===== src/rtl/elevator_pkg.sv =====
// elevator_pkg: shared state/direction types and a width helper for the elevator controller
package elevator_pkg;
  typedef enum logic [1:0] {IDLE, MOVE_UP, MOVE_DOWN, DOOR} state_t;
  localparam logic UP = 1'b0;
  localparam logic DOWN = 1'b1;
  function automatic int clog2(input int v);
    int r;
    r = 0;
    while ((1 << r) < v) r = r + 1;
    return (r < 1) ? 1 : r;
  endfunction
endpackage


===== src/rtl/elevator_timer.sv =====
// elevator_timer: loadable down-counter that saturates at zero and flags it
module elevator_timer #(
  parameter int W = 2
) (
  input  logic         clk,
  input  logic         rst_n,
  input  logic         load,
  input  logic [W-1:0] load_val,
  input  logic         en,
  output logic         zero
);
  logic [W-1:0] cnt;
  always_ff @(posedge clk or negedge rst_n)
    if (!rst_n) cnt <= '0;
    else if (load) cnt <= load_val;
    else if (en && cnt != '0) cnt <= cnt - 1'b1;
  assign zero = (cnt == '0);
endmodule


===== src/rtl/elevator_call_controller.sv =====
// elevator_call_controller: latches debounced floor calls and serves them SCAN-style
module elevator_call_controller
  import elevator_pkg::*;
#(
  parameter int NUM_FLOORS    = 4,
  parameter int FLOOR_W       = 2,
  parameter int TRAVEL_CYCLES = 50000000,
  parameter int DOOR_CYCLES   = 100000000
) (
  input  logic                  clk,
  input  logic                  rst_n,
  input  logic [NUM_FLOORS-1:0] req_pulse,
  output logic [NUM_FLOORS-1:0] pending,
  output logic [FLOOR_W-1:0]    cur_floor,
  output logic                  moving_up,
  output logic                  moving_down,
  output logic                  door_open,
  output logic                  arrive_pulse
);
  localparam int TW = clog2((TRAVEL_CYCLES > DOOR_CYCLES) ? TRAVEL_CYCLES : DOOR_CYCLES);
  localparam logic [TW-1:0] T_TRAVEL = TW'(TRAVEL_CYCLES - 1);
  localparam logic [TW-1:0] T_DOOR = TW'(DOOR_CYCLES - 1);
  state_t state, state_n;
  logic dir, dir_n, arrive_n, t_load, t_zero, above, below, further;
  logic [FLOOR_W-1:0] cur_floor_n, nf;
  logic [NUM_FLOORS-1:0] pending_n;
  logic [TW-1:0] t_val;
  elevator_timer #(.W(TW)) u_timer (
    .clk      (clk),
    .rst_n    (rst_n),
    .load     (t_load),
    .load_val (t_val),
    .en       (state != IDLE),
    .zero     (t_zero)
  );
  always_comb begin
    above = 1'b0;
    below = 1'b0;
    further = 1'b0;
    nf = (state == MOVE_UP) ? cur_floor + 1'b1 : cur_floor - 1'b1;
    for (int i = 0; i < NUM_FLOORS; i++) begin
      above = above | (pending[i] && i > int'(cur_floor));
      below = below | (pending[i] && i < int'(cur_floor));
      further = further | (pending[i] && ((state == MOVE_UP) ? i > int'(nf) : i < int'(nf)));
    end
  end
  always_comb begin
    state_n = state;
    dir_n = dir;
    cur_floor_n = cur_floor;
    pending_n = pending | req_pulse;
    arrive_n = 1'b0;
    t_load = 1'b0;
    t_val = T_TRAVEL;
    // a call for the floor the car is parked at opens the door instead of latching
    if (state == IDLE || state == DOOR) pending_n[cur_floor] = pending[cur_floor];
    case (state)
      IDLE:
        if (req_pulse[cur_floor]) begin
          state_n = DOOR;
          t_load = 1'b1;
          t_val = T_DOOR;
        end else if (above && (dir == UP || !below)) begin
          state_n = MOVE_UP;
          dir_n = UP;
          t_load = 1'b1;
        end else if (below) begin
          state_n = MOVE_DOWN;
          dir_n = DOWN;
          t_load = 1'b1;
        end
      MOVE_UP, MOVE_DOWN:
        if (t_zero) begin
          cur_floor_n = nf;
          if (pending[nf] || req_pulse[nf]) begin
            state_n = DOOR;
            pending_n[nf] = 1'b0;
            arrive_n = 1'b1;
            t_load = 1'b1;
            t_val = T_DOOR;
          end else if (further) t_load = 1'b1;
          else state_n = IDLE;
        end
      DOOR:
        if (req_pulse[cur_floor]) begin
          t_load = 1'b1;
          t_val = T_DOOR;
        end else if (t_zero) state_n = IDLE;
      default: state_n = IDLE;
    endcase
  end
  always_ff @(posedge clk or negedge rst_n)
    if (!rst_n) begin
      state <= IDLE;
      dir <= UP;
      cur_floor <= '0;
      pending <= '0;
      arrive_pulse <= 1'b0;
    end else begin
      state <= state_n;
      dir <= dir_n;
      cur_floor <= cur_floor_n;
      pending <= pending_n;
      arrive_pulse <= arrive_n;
    end
  assign moving_up = (state == MOVE_UP);
  assign moving_down = (state == MOVE_DOWN);
  assign door_open = (state == DOOR);
endmodule

===== config.mk =====
export PLATFORM = sky130hd
export DESIGN_NAME = elevator_call_controller
export DESIGN_NICKNAME = d
export VERILOG_FILES = /design/src/rtl/elevator_pkg.sv /design/src/rtl/elevator_timer.sv /design/src/rtl/elevator_call_controller.sv
export SDC_FILE = /design/constraint.sdc
export NUM_CORES = 1
export LEC_CHECK = 0
export CAP_MARGIN = 25
export CORE_MARGIN = 1.5
export CORE_UTILIZATION = 45
export CTS_CLUSTER_DIAMETER = 100
export DETAILED_ROUTE_END_ITERATION = 7
export HOLD_SLACK_MARGIN = 0.15
export PLACE_DENSITY_LB_ADDON = 0.25
export RECOVER_POWER = 50
export SETUP_SLACK_MARGIN = 0.02
export SYNTH_ARGS = -nofsm -noshare
export SYNTH_HDL_FRONTEND = slang
export SYNTH_SLANG_ARGS = --single-unit

===== constraint.sdc =====
create_clock -name clk -period 3.2 [get_ports clk]
set_input_delay 0.32 -clock clk [delete_from_list [all_inputs] [get_ports clk]]
set_output_delay 0.32 -clock clk [all_outputs]
set_load 0.005 [all_outputs]

==> out/qor.csv, run 1 <==
stage,metric,value,unit
worst_setup_path,crit_path_cell_trace,"inv_1, ha_1, xor2_1, mux4_2, nor4b_2, o21ba_2, a21oi_1",
synth,synth_top_area_cell,dfrtp_1,
drt,dr.pass1.iters,4,
clock_tree,hold_buffers,0,
sta,min_period_over_period,0.892,
global_route,grt_max_degree,38,
cells_and_area,design_area,2650,um^2
global_route,antenna_found_initial,0,
sta,layout_setup_ws,0.346,ns
floorplanning,dieArea,5580,um^2
cells_and_area,final_util,0.547,
worst_setup_path,end_kind,flip-flop,
clock_tree,cts_setup_buffers,0,
placement,gp_congestion,0.905,
synth,syn_nets,253,
clock_tree,htree_levels,2,
clock_tree,clkTransAtPathRegs,0.08,ns
outcome,violations,"capacitance limit, slew limit",
drt,post-route-drc-count,0,
global_route,grt_first_pass_wirelength,8.62,mm
synth,synth_top_area_share,0.400,
synth,ys_seq_elements,37,
power,powerDensity,633,nW/um^2
sta,period_minus_slack,2.85,ns
clock_tree,worst_skew_pair.late_latency,0.29,ns
synth,post-synth-top-count-cell,dfrtp_1,
sta,setup_viol,0,
floorplanning,ios,16,
power,p_leak,0.975,nW
power,totalPowerFinal,1.68,mW
worst_setup_path,path_max_fanout,10,
drt,drtIter0Drc,105,
floorplanning,dieHeight,74.7,um
sta,slew_violations,38,
synth,synth-seq-area-share,0.400,
placement,place_inst,317,
synth,async_flop_share,1.00,
cells_and_area,nets,275,
synth,synth_area_leaders,"dfrtp_1 (40%), ha_1 (6.5%), xnor2_1 (6.1%)",
floorplanning,die_w,74.7,um
worst_setup_path,crit_type,flip-flop to flip-flop,
global_route,grt_pass1_vias,1819,
floorplanning,num_rows,25,
drt,vias,1776,
synth,yosys.cell_types.count,48,
outcome,status,"complete, but fails checks",
clock_tree,clock_path_buffers,2,
sta,timing.setup.tns,0,ns
synth,synth_edf_count,0,
sta,worst_slew_pin_slew,1.94,ns
worst_setup_path,slowest_delay,0.55,ns
clock_tree,cts-resized-gates,0,
clock_tree,clock_sinks,37,
cells_and_area,drive_above_1_share,0.132,
worst_setup_path,path_buf_inv,1,
worst_setup_path,cp_top_family,flip-flops,
placement,dp_hpwl,3.52,mm
floorplanning,start_util,0.477,
placement,pre_cts_slack,0.419,ns
floorplanning,placeableCoreArea,4850,um^2
synth,ys_dominant_reg_cell,dfrtp_1,
placement,numPortBuffers,15,
sta,whs,0.522,ns
synth,yosysWarningCount,0,
cells_and_area,antennaDiodeCount,0,
sta,rsz0062_at_grt,false,
cells_and_area,finalNonFillerCells,325,
clock_tree,cts_tree,built,
drt,wire_per_inst,15.1,um
synth,avgSynthCellArea,9.85,um^2
drt,routed_via_density,5.46,
sta,skew,0.0117,ns
worst_setup_path,critical-path-slowest-cell,dfrtp_1,
placement,dpl-instance-area,2550,um^2
worst_setup_path,cp-start-kind,flip-flop,
min_path,worstHoldPathType,flip-flop to flip-flop,
sta,hold_violations,0,
synth,synthCells,235,
job,drv_cap,1,
drt,routed_wl,4.92,mm
clock_tree,cts_made_buffers,5,
synth,synthTopCellsByCount,"dfrtp_1 (37), nand2_1 (23), a21oi_1 (17)",
sta,slew_headroom,-0.292,
global_route,grt.overflow.total,0,
synth,syn-cell-area,2310,um^2
drt,ant_nets,0,
worst_setup_path,arrival,3.02,ns
power,peakVddDrop,0.000301,V
worst_setup_path,worstPathRequired,3.37,ns
cells_and_area,area_delta_synth_final,14.6,%
sta,max_freq,0.350,GHz
global_route,track_usage,0.202,
clock_tree,cts-root-buf,clkbuf_8,
[power breakdown]
part / internal [mW] / leakage (nW) / switching, mW / total [mW]
registers: 0.555 / 0.397 / 0.0823 / 0.637
clock network: 0.195 / 0.0542 / 0.168 / 0.363
logic: 0.291 / 0.523 / 0.388 / 0.679
[cell type report]
type,count,area (um^2)
Clock buffer,7,96.3
Clock inverter,1,5.00
Fill cell,443,2200
Inverter,13,48.8
Multi-Input combinational cell,178,1300
Sequential cell,37,926
Tap cell,67,83.8
Timing Repair Buffer,22,196
[worst paths after layout]
| kind | startpoint | depth (start not counted) | endpoint | slack (ns) |
|---|---|---|---|---|
| max in group asynchronous | rst_n | 1 | pending[2]$_DFF_PN0_ | 1.51 |
| worst max-delay path | cur_floor[1]$_DFFE_PN0P_ | 7 | u_timer.cnt[25]$_DFFE_PN0P_ | 0.35 |
| worst max register to register | cur_floor[1]$_DFFE_PN0P_ | 7 | u_timer.cnt[25]$_DFFE_PN0P_ | 0.35 |
| worst min-delay path | u_timer.cnt[22]$_DFFE_PN0P_ | 2 | u_timer.cnt[22]$_DFFE_PN0P_ | 0.52 |
| min in group asynchronous | rst_n | 1 | u_timer.cnt[3]$_DFFE_PN0P_ | 0.56 |
| worst min register to register | u_timer.cnt[22]$_DFFE_PN0P_ | 2 | u_timer.cnt[22]$_DFFE_PN0P_ | 0.52 |
[cell families after synthesis]
family | count (synthesis) | synth area share
simple gates | 92 | 0.234
compound gates | 42 | 0.118
flops | 37 | 0.400
xor+xnor | 23 | 0.0870
buf+inv | 20 | 0.0400
fa+ha+maj | 12 | 0.0649
mux | 9 | 0.0562
[layer usage]
| metal | vias to the layer above | part of all wire | global-route usage |
|---|---|---|---|
| met1 | 854 | 0.52 | 0.284 |
| li1 | 884 | - | - |
| met2 | 29 | 0.44 | 0.317 |
| met5 | - | 0 | 0 |
| met3 | 9 | 0.030 | 0.0415 |
| met4 | 0 | 0.012 | 0.0586 |
[registers in the layout (all words and copies together) (netlist names)]
name          cells
pending           4
u_timer.cnt      27
dir               1
state             2
cur_floor         2
arrive_pulse      1
[layout by cell type (no fill, tap or decap), types with 4 or more instances in the layout]
master | Yosys | final
ha_1 | 12 | 12
xnor2_1 | 16 | 16
nor4_1 | 9 | 9
dlygate4sd3_1 | 0 | 5
mux2i_1 | 4 | 4
or2_2 | 7 | 7
nor3_1 | 9 | 9
and2_1 | 6 | 6
clkbuf_8 | 0 | 7
clkdlybuf4s50_1 | 0 | 9
o21ai_0 | 6 | 6
buf_4 | 2 | 7
nor2_1 | 6 | 6
nand3_1 | 7 | 7
inv_1 | 13 | 13
dfrtp_1 | 37 | 37
a21oi_1 | 17 | 17
or3_1 | 6 | 6
xor2_1 | 7 | 7
nand2_1 | 23 | 23
o211ai_1 | 4 | 4
[worst reg2reg max path, cell delays in order, from the launching register on]
cell and delay [ns]:
dfrtp_1 0.55, inv_1 0.14, ha_1 0.36, xor2_1 0.42, mux4_2 0.34, nor4b_2 0.55
o21ba_2 0.31, a21oi_1 0.06
Power figures use the tool's default switching activity.
==> run 2: changes to the inputs <==
Settings changed: CTS_CLUSTER_DIAMETER 100 to 150, SLEW_MARGIN set to 25.
==> results of run 2 <==
Final layout, timing and power as in run 1 (identical DEF).
